## config.mk

```make
export PLATFORM = sky130hd
export DESIGN_NAME = bcd_scan7
export DESIGN_NICKNAME = d
export VERILOG_FILES = /design/src/rtl/bcd_scan7.sv
export SDC_FILE = /design/constraint.sdc
export NUM_CORES = 1
export LEC_CHECK = 0
export ABC_AREA = 1
export BUFFER_PORTS_ARGS = -buffer_cell sky130_fd_sc_hd__buf_2
export CORE_MARGIN = 2
export CORE_UTILIZATION = 53
export CTS_CLUSTER_SIZE = 16
export DETAILED_ROUTE_END_ITERATION = 8
export PLACE_DENSITY_LB_ADDON = 0.12
export SYNTH_ARGS = -nofsm -noshare
export SYNTH_HDL_FRONTEND = slang
export SYNTH_SLANG_ARGS = --single-unit
```

## constraint.sdc

```tcl
create_clock -name clk -period 2 [get_ports clk]
set_clock_uncertainty 0.15 [all_clocks]
set_input_delay 0 -clock clk [delete_from_list [all_inputs] [get_ports clk]]
set_output_delay 0 -clock clk [all_outputs]
set_load 0.05 [all_outputs]
```

## src/rtl/bcd_scan7.sv

```systemverilog
// Four-digit multiplexed seven-segment scan driver with frame-synchronous
// double buffering, leading-zero blanking and per-digit decimal points.
module bcd_scan7 #(
    parameter int SCAN_DIV = 4
) (
    input  logic        clk,
    input  logic        rst,
    input  logic        load,
    input  logic [15:0] bcd_in,
    input  logic [3:0]  dp_in,
    input  logic        blank_en,
    output logic [7:0]  seg,
    output logic [3:0]  an,
    output logic        frame_done
);

    localparam logic [15:0] PRE_MAX = 16'(SCAN_DIV - 1);

    logic [15:0] pre_q, pre_d;
    logic [1:0]  idx_q, idx_d;
    logic [15:0] shadow_bcd_q, shadow_bcd_d;
    logic [3:0]  shadow_dp_q, shadow_dp_d;
    logic [15:0] disp_bcd_q, disp_bcd_d;
    logic [3:0]  disp_dp_q, disp_dp_d;
    logic        pending_q, pending_d;
    logic [7:0]  seg_q, seg_d;
    logic [3:0]  an_q, an_d;
    logic        frame_done_q, frame_done_d;

    logic        step;
    logic        wrap;
    logic [3:0]  cur_digit;
    logic        cur_blank;
    logic        blank3, blank2, blank1;

    function automatic logic [6:0] decode7(input logic [3:0] d);
        logic [6:0] s;
        case (d)
            4'd0:    s = 7'h3F;
            4'd1:    s = 7'h06;
            4'd2:    s = 7'h5B;
            4'd3:    s = 7'h4F;
            4'd4:    s = 7'h66;
            4'd5:    s = 7'h6D;
            4'd6:    s = 7'h7D;
            4'd7:    s = 7'h07;
            4'd8:    s = 7'h7F;
            4'd9:    s = 7'h6F;
            default: s = 7'h40;
        endcase
        return s;
    endfunction

    always_comb begin
        step  = (pre_q == PRE_MAX);
        wrap  = step && (idx_q == 2'd3);
        pre_d = step ? 16'd0 : pre_q + 16'd1;
        idx_d = step ? idx_q + 2'd1 : idx_q;
        frame_done_d = wrap;

        shadow_bcd_d = shadow_bcd_q;
        shadow_dp_d  = shadow_dp_q;
        disp_bcd_d   = disp_bcd_q;
        disp_dp_d    = disp_dp_q;
        pending_d    = pending_q;
        if (load) begin
            shadow_bcd_d = bcd_in;
            shadow_dp_d  = dp_in;
            pending_d    = 1'b1;
        end
        // A load coinciding with the wrap bypasses the shadow and leaves nothing pending.
        if (wrap) begin
            if (load) begin
                disp_bcd_d = bcd_in;
                disp_dp_d  = dp_in;
            end else if (pending_q) begin
                disp_bcd_d = shadow_bcd_q;
                disp_dp_d  = shadow_dp_q;
            end
            pending_d = 1'b0;
        end
    end

    always_comb begin
        blank3 = blank_en && (disp_bcd_q[15:12] == 4'd0);
        blank2 = blank3 && (disp_bcd_q[11:8] == 4'd0);
        blank1 = blank2 && (disp_bcd_q[7:4] == 4'd0);
        case (idx_q)
            2'd0:    begin cur_digit = disp_bcd_q[3:0];   cur_blank = 1'b0;   end
            2'd1:    begin cur_digit = disp_bcd_q[7:4];   cur_blank = blank1; end
            2'd2:    begin cur_digit = disp_bcd_q[11:8];  cur_blank = blank2; end
            default: begin cur_digit = disp_bcd_q[15:12]; cur_blank = blank3; end
        endcase
        seg_d[6:0] = cur_blank ? 7'h00 : decode7(cur_digit);
        seg_d[7]   = disp_dp_q[idx_q];
        an_d       = 4'b0001 << idx_q;
    end

    always_ff @(posedge clk or posedge rst) begin
        if (rst) begin
            pre_q        <= '0;
            idx_q        <= '0;
            shadow_bcd_q <= '0;
            shadow_dp_q  <= '0;
            disp_bcd_q   <= '0;
            disp_dp_q    <= '0;
            pending_q    <= 1'b0;
            seg_q        <= '0;
            an_q         <= '0;
            frame_done_q <= 1'b0;
        end else begin
            pre_q        <= pre_d;
            idx_q        <= idx_d;
            shadow_bcd_q <= shadow_bcd_d;
            shadow_dp_q  <= shadow_dp_d;
            disp_bcd_q   <= disp_bcd_d;
            disp_dp_q    <= disp_dp_d;
            pending_q    <= pending_d;
            seg_q        <= seg_d;
            an_q         <= an_d;
            frame_done_q <= frame_done_d;
        end
    end

    assign seg        = seg_q;
    assign an         = an_q;
    assign frame_done = frame_done_q;

endmodule
```

== Word level (Yosys, flattened, before mapping) ==
Memories as Yosys holds them, arrays and structs flattened.
Index checks and enable logic that the tools add are counted.
Storage, ports and cells
  register bits: 72
  latch bits: 0
  bits in writable memories: 0
  bits in read-only memories: 112
  input port bits: 24
  word-level logic and storage cells: 42
  memories kept: 1
Cells by class
  add/subtract/negate cells: 2
  multipliers: 0
  divide/modulo/power cells: 0
  magnitude comparators: 1
  equal/unequal tests: 4
  shifts and indexed selects: 1
  muxes and demuxes: 12
  bitwise logic cells: 0
  reduce and logical (&&, ||, !) cells: 11
Memories
  (name not given): words 16, bits a word 7, rd ports 1, clocked after memory_dff 0, wr ports 0, line 38  | case (d)
Operators with widths (number)
  two-way mux 16 bit: 3
  adder 16 x 1 -> 16 bit, second input constant: 1
  equality test 16 x 2 -> 1 bit, second input constant: 1
  zero test 4 bit: 3
  one-hot mux 4 bit (3 select lines): 1
  two-way mux 4 bit: 2
  two-way mux 7 bit: 1
  equality test 2 bit, second input constant: 2
  logical AND 1 bit: 4
  nonzero test 2 bit: 2
  left shift 1 x 2 -> 4 bit, first input constant: 1
  < comparator 2 x 3 -> 1 bit, second input constant: 1
  two-way mux 1 bit: 3
  one-hot mux 1 bit (3 select lines): 1
  adder 2 x 1 -> 2 bit, second input constant: 1
  binary-select mux 1 bit (select 2 bit): 1
  equality test 2 x 1 -> 1 bit, second input constant: 1
  zero test 2 bit: 1
  AND reduction 2 bit: 1

== Depth between registers and ports, before layout ==
  depth after elaboration: 6
  depth in mapped cells: 13

== Worst setup path before layout ==
No wires, ideal clock.
  path type: register to register
  from: register idx_q[0]
  to: register seg_q[5] (netlist: seg[5])
  data arrival time: 1752 ps
  data required time: 1781 ps
  slack: 29 ps
  cell stages (with the launch flop): 12
  path buffers: 1
  clock period less this slack: 1971 ps
  cells stage by stage: dfrtp_1 ha_1 inv_2 buf_12 nand2_1 o21ai_1 inv_1 ha_1 nand3b_1 nand2_1 nor2_1 nor2_2
On the way
  longest elaborated chain between the ends: 4
  elaborated cells on any way between the ends: 7
  classes of those cells: 2 x eq/ne; 3 x mux; 1 x reduce/logical; 1 x memory
RTL lines
  start: declaration: line 20  | logic [1:0] idx_q, idx_d;
  start signal: assignment: line 113  | idx_q <= idx_d;
  equality test 2 bit (tied with other cells): line 88  | case (idx_q)
  one-hot mux 4 bit (3 select lines): line 88
  memory read (16 x 7 bit)
  two-way mux 7 bit (*): line 94  | seg_d[6:0] = cur_blank ? 7'h00 : decode7(cur_digit);
  named net seg_d[5]: line 26  | logic [7:0] seg_q, seg_d;
  end signal: assignment: line 119  | seg_q <= seg_d;
  end: declaration: line 26
The timed path passes the listed nets; every way through them passes the cells marked *.
A chain may end at the register's enable or synchronous reset.

== Worst setup path in the final report ==
Ends and elaborated chain as after synthesis.

==> summary.md <==
| Metric | Value |
|---|---|
| Synth Register Bits | `72` |
| Top cell type's share of synthesized area | `50.3%` |
| I/O Pins | `37` |
| TritonCTS Buffers | `9` |
| Wire per inst | `12.7 um` |
| Clk sinks | `72` |
| Vias per cell | `4.93` |
| Final Cycle Share | `93.6%` |
| H-tree depth | `3` |
| Setup-failing EPs final | `0` |
| Arr. time, crit path | `2.00 ns` |
| Drt first pass iters | `4` |
| Number of max-cap violations | `0` |
| Synthesis Warnings | `0` |
| Uppermost layer routed | `met4` |
| Remaining DRCs | `0` |
| Slew of the pin with the lowest slew margin | `0.506 ns` |
| Placed Cells | `533` |
| Metal-1 WL | `3.36 mm` |
| Post-Layout Cell Count | `583` |
| Setup slack, reg-to-reg | `0.13 ns` |
| Final Hold Viols | `0` |
| Reg area | `1800 um^2` |
| Std-Cell Rows | `29` |
| Final ANT Viol Nets | `0` |
| Post-synthesis sequential area ratio | `50.3%` |
| Met3 WL | `182 um` |
| Synth area leaders | `dfrtp_1 50%, nand2_1 16%, nand3_1 5.0%, inv_1 3.5%, nor2_1 3.2%` |
| Status | `finished clean` |
| Predominant post-synthesis flop cell | `dfrtp_1` |
| Total Power | `0.00313 W` |
| Syn_nets | `451` |
| Distinct cells, synth | `32` |
| Fillcell total | `524` |
| Diode count | `0` |
| Multi-input logic area | `1570 um^2` |
| Layout cells sized above 1 | `24.7%` |
| First-pass GRT wire length | `12.6 mm` |
| DIE AREA | `7440 um^2` |
| GRT Residual Overflow | `0` |
| Metal2 WL | `3.78 mm` |
| FFs w/ async S/R, synth | `100%` |
| Gr usage total | `21.6%` |
| Die Ht | `86.2 um` |
| Area leader, netlist | `dfrtp_1` |
| Gate Count Post-Synth | `418` |
| Vias | `2,877` |
| DRT iter0 DRCs | `157` |
| Worst stage delay on the critical path | `0.48 ns` |
| Most used cell, CP | `nand2_1` |
| Critical path class | `register to register` |
| PwrDens | `699 nW/um^2` |
| Clock Path Buffers | `2` |
| Number of flops mapped to enable cells by yosys | `0` |
| Peak supply drop | `0.446 mV` |
| Largest net degree at the start of global routing | `50` |
| Synthesized cell area | `3580 um^2` |
| Final GP Congestion | `0.911` |
| Worst Path Max Fanout | `5` |
| Relative slew slack | `66.2%` |
| Routed Wire Length | `7.39 mm` |
| PortBufs | `36` |
| RSZ-0062 raised after global routing | `yes` |
| Root Driver | `clkbuf_8` |
| Worst skew pair latency | `0.34 ns` |
| Max Fclk | `534 MHz` |
| Final #Nets | `534` |
| Worst path cell trace | `inv_4 -> ha_4 -> nand2_1 -> nand2_2 -> o21ai_4 -> inv_2 -> ha_1 -> nand3b_1 -> nand2_1 -> nor2_1 -> nor2_2` |
| Worst-path clk slew | `0.08 ns` |
| Width of the die | `86.2 um` |
| Initial antenna violation count | `0` |
| Minimum clock period | `1.87 ns` |
| Avg Cell Area, Syn | `8.58 um^2` |
| Max Slew Vio Count | `0` |
| Area growth, synth to finish | `25.0%` |
| Core Footprint | `6460 um^2` |
| Type of origin of the critical path | `register` |
| Worst hold path class | `input pin to register` |
| Starting Density | `55.5%` |
| CTS tree | `built` |
| Post-DP HPWL | `4.96 mm` |
| Critical path's slowest cell | `dfrtp_2` |
| Number of global-route vias before repair | `2,791` |
| Setup crit end kind | `register` |
| Required time worst endpoint | `2.13 ns` |
| Leakage | `2.35 nW` |
critical path, delay by kind of cell, from the launching register on:
kind / cells / cell delay (ns)
and+or+nand+nor: 6 / 0.51
DFF: 1 / 0.48
buffers and inverters: 2 / 0.14
AOI/OAI and AO/OA: 1 / 0.18
adders and majority gates: 2 / 0.36
stage by stage:
step | setup WS, ns | setup TNS (ns) | instance area [um^2] | utilization [%] | hold WS, ns
floorplan | 0.0251 | 0 | 3580 | - | -0.0176
global placement | 0.110 | 0 | 3880 | 60.0 | -0.0882
detailed placement | 0.0201 | 0 | 3880 | 60.0 | -0.0888
CTS | 0.0458 | 0 | 4380 | 67.9 | 0.0606
global route | -0.00604 | -0.00884 | 4480 | 69.4 | 0.0678
finish | 0.127 | 0 | 4480 | 69.4 | 0.0688
cell usage after synthesis (4+ instances only):
cell        n
nor2_1     31
inv_2       8
xor2_1     12
nand4_1     5
dfrtp_1    72
inv_1      33
nor2_4      9
nand2_1   154
ha_1        9
buf_6       7
nor2_2      9
nand3_1    36
nand3_2     5
o21ai_0     4
clkbuf_1    4
cell usage in the layout (no fill, tap or decap), types with 2 or more instances in the layout:
cell,Yosys,final
clkinv_2,1,3
dlygate4sd3_1,0,31
nand3_1,36,36
o21ai_4,1,2
nor2_4,9,9
xor2_1,12,12
clkbuf_8,0,12
nand4_1,5,5
inv_4,0,2
nand2_1,154,151
ha_1,9,5
nand2_4,2,2
buf_12,1,2
dfrtp_2,0,2
nor2_1,31,30
nor2_2,9,10
o21ai_0,4,4
ha_4,0,4
nand3_2,5,5
inv_2,8,10
inv_1,33,29
nand2_2,2,5
buf_4,0,16
dfrtp_1,72,70
buf_2,0,36
final timing paths:
| kind | startpoint | end | cells past startpoint |
|---|---|---|---|
| setup reg to reg | idx_q[0]$_DFFE_PP0N_ | seg[5]$_DFF_PP0_ | 11 |
| hold reg to reg | shadow_dp_q[3]$_DFFE_PP0P_ | shadow_dp_q[3]$_DFFE_PP0P_ | 2 |
| hold / removal | load | shadow_dp_q[2]$_DFFE_PP0P_ | 4 |
| max in group asynchronous | rst | idx_q[1]$_DFFE_PP0N_ | 4 |
| min in group asynchronous | rst | shadow_bcd_q[10]$_DFFE_PP0P_ | 3 |
| setup / recovery | idx_q[0]$_DFFE_PP0N_ | seg[5]$_DFF_PP0_ | 11 |
layout make-up:
cell class / count / share of cell area, %
clock buffers: 12 / 3.69
multi-input cells: 291 / 35.1
flip-flops and latches: 72 / 40.3
well taps: 77 / 2.15
clock inverters: 4 / 0.586
inverters: 42 / 3.66
repair buffers: 85 / 14.5
report_power, final:
group / switching (W) / leakage [nW] / internal [W] / total, W
Combinational: 0.000274 / 1.35 / 0.000159 / 0.000434
Clock: 0.000552 / 0.0988 / 0.000553 / 0.00110
Sequential: 0.0000443 / 0.898 / 0.00155 / 0.00159
Total: 0.000871 / 2.35 / 0.00226 / 0.00313
metal layers:
metal / vias up / global-route usage (%)
met5: - / 0
met4: 0 / 7.39
met3: 4 / 4.29
met2: 40 / 36.7
met1: 1376 / 27.9
li1: 1457 / -
sequential cells by signal, summed over array words and instances (netlist names):
name,flops
seg,8
shadow_bcd_q,16
pending_q,1
disp_bcd_q,16
shadow_dp_q,4
an,4
pre_q,16
frame_done,1
idx_q,2
disp_dp_q,4
what timing repair did:
item | 4_1_cts | 5_1_grt
hold buffers | 31 | 0
buffers inserted | 0 | 3
cloned | 0 | 0
resized for setup | 1 | 20
pin swaps | 0 | 4
endpoints found under the setup margin | 1 | 7
hold endpoints to repair | 113 | 0
cells by family (layout without fill, tap and decap cells):
group | Yosys count | after routing | synth area share [%]
xor+xnor | 13 | 13 | 3.18
flops | 72 | 72 | 50.3
simple gates | 260 | 260 | 33.6
compound gates | 9 | 9 | 2.02
fa+ha+maj | 9 | 9 | 3.14
buf+inv | 55 | 143 | 7.82
No activity file was read; power rests on OpenSTA's default activity.
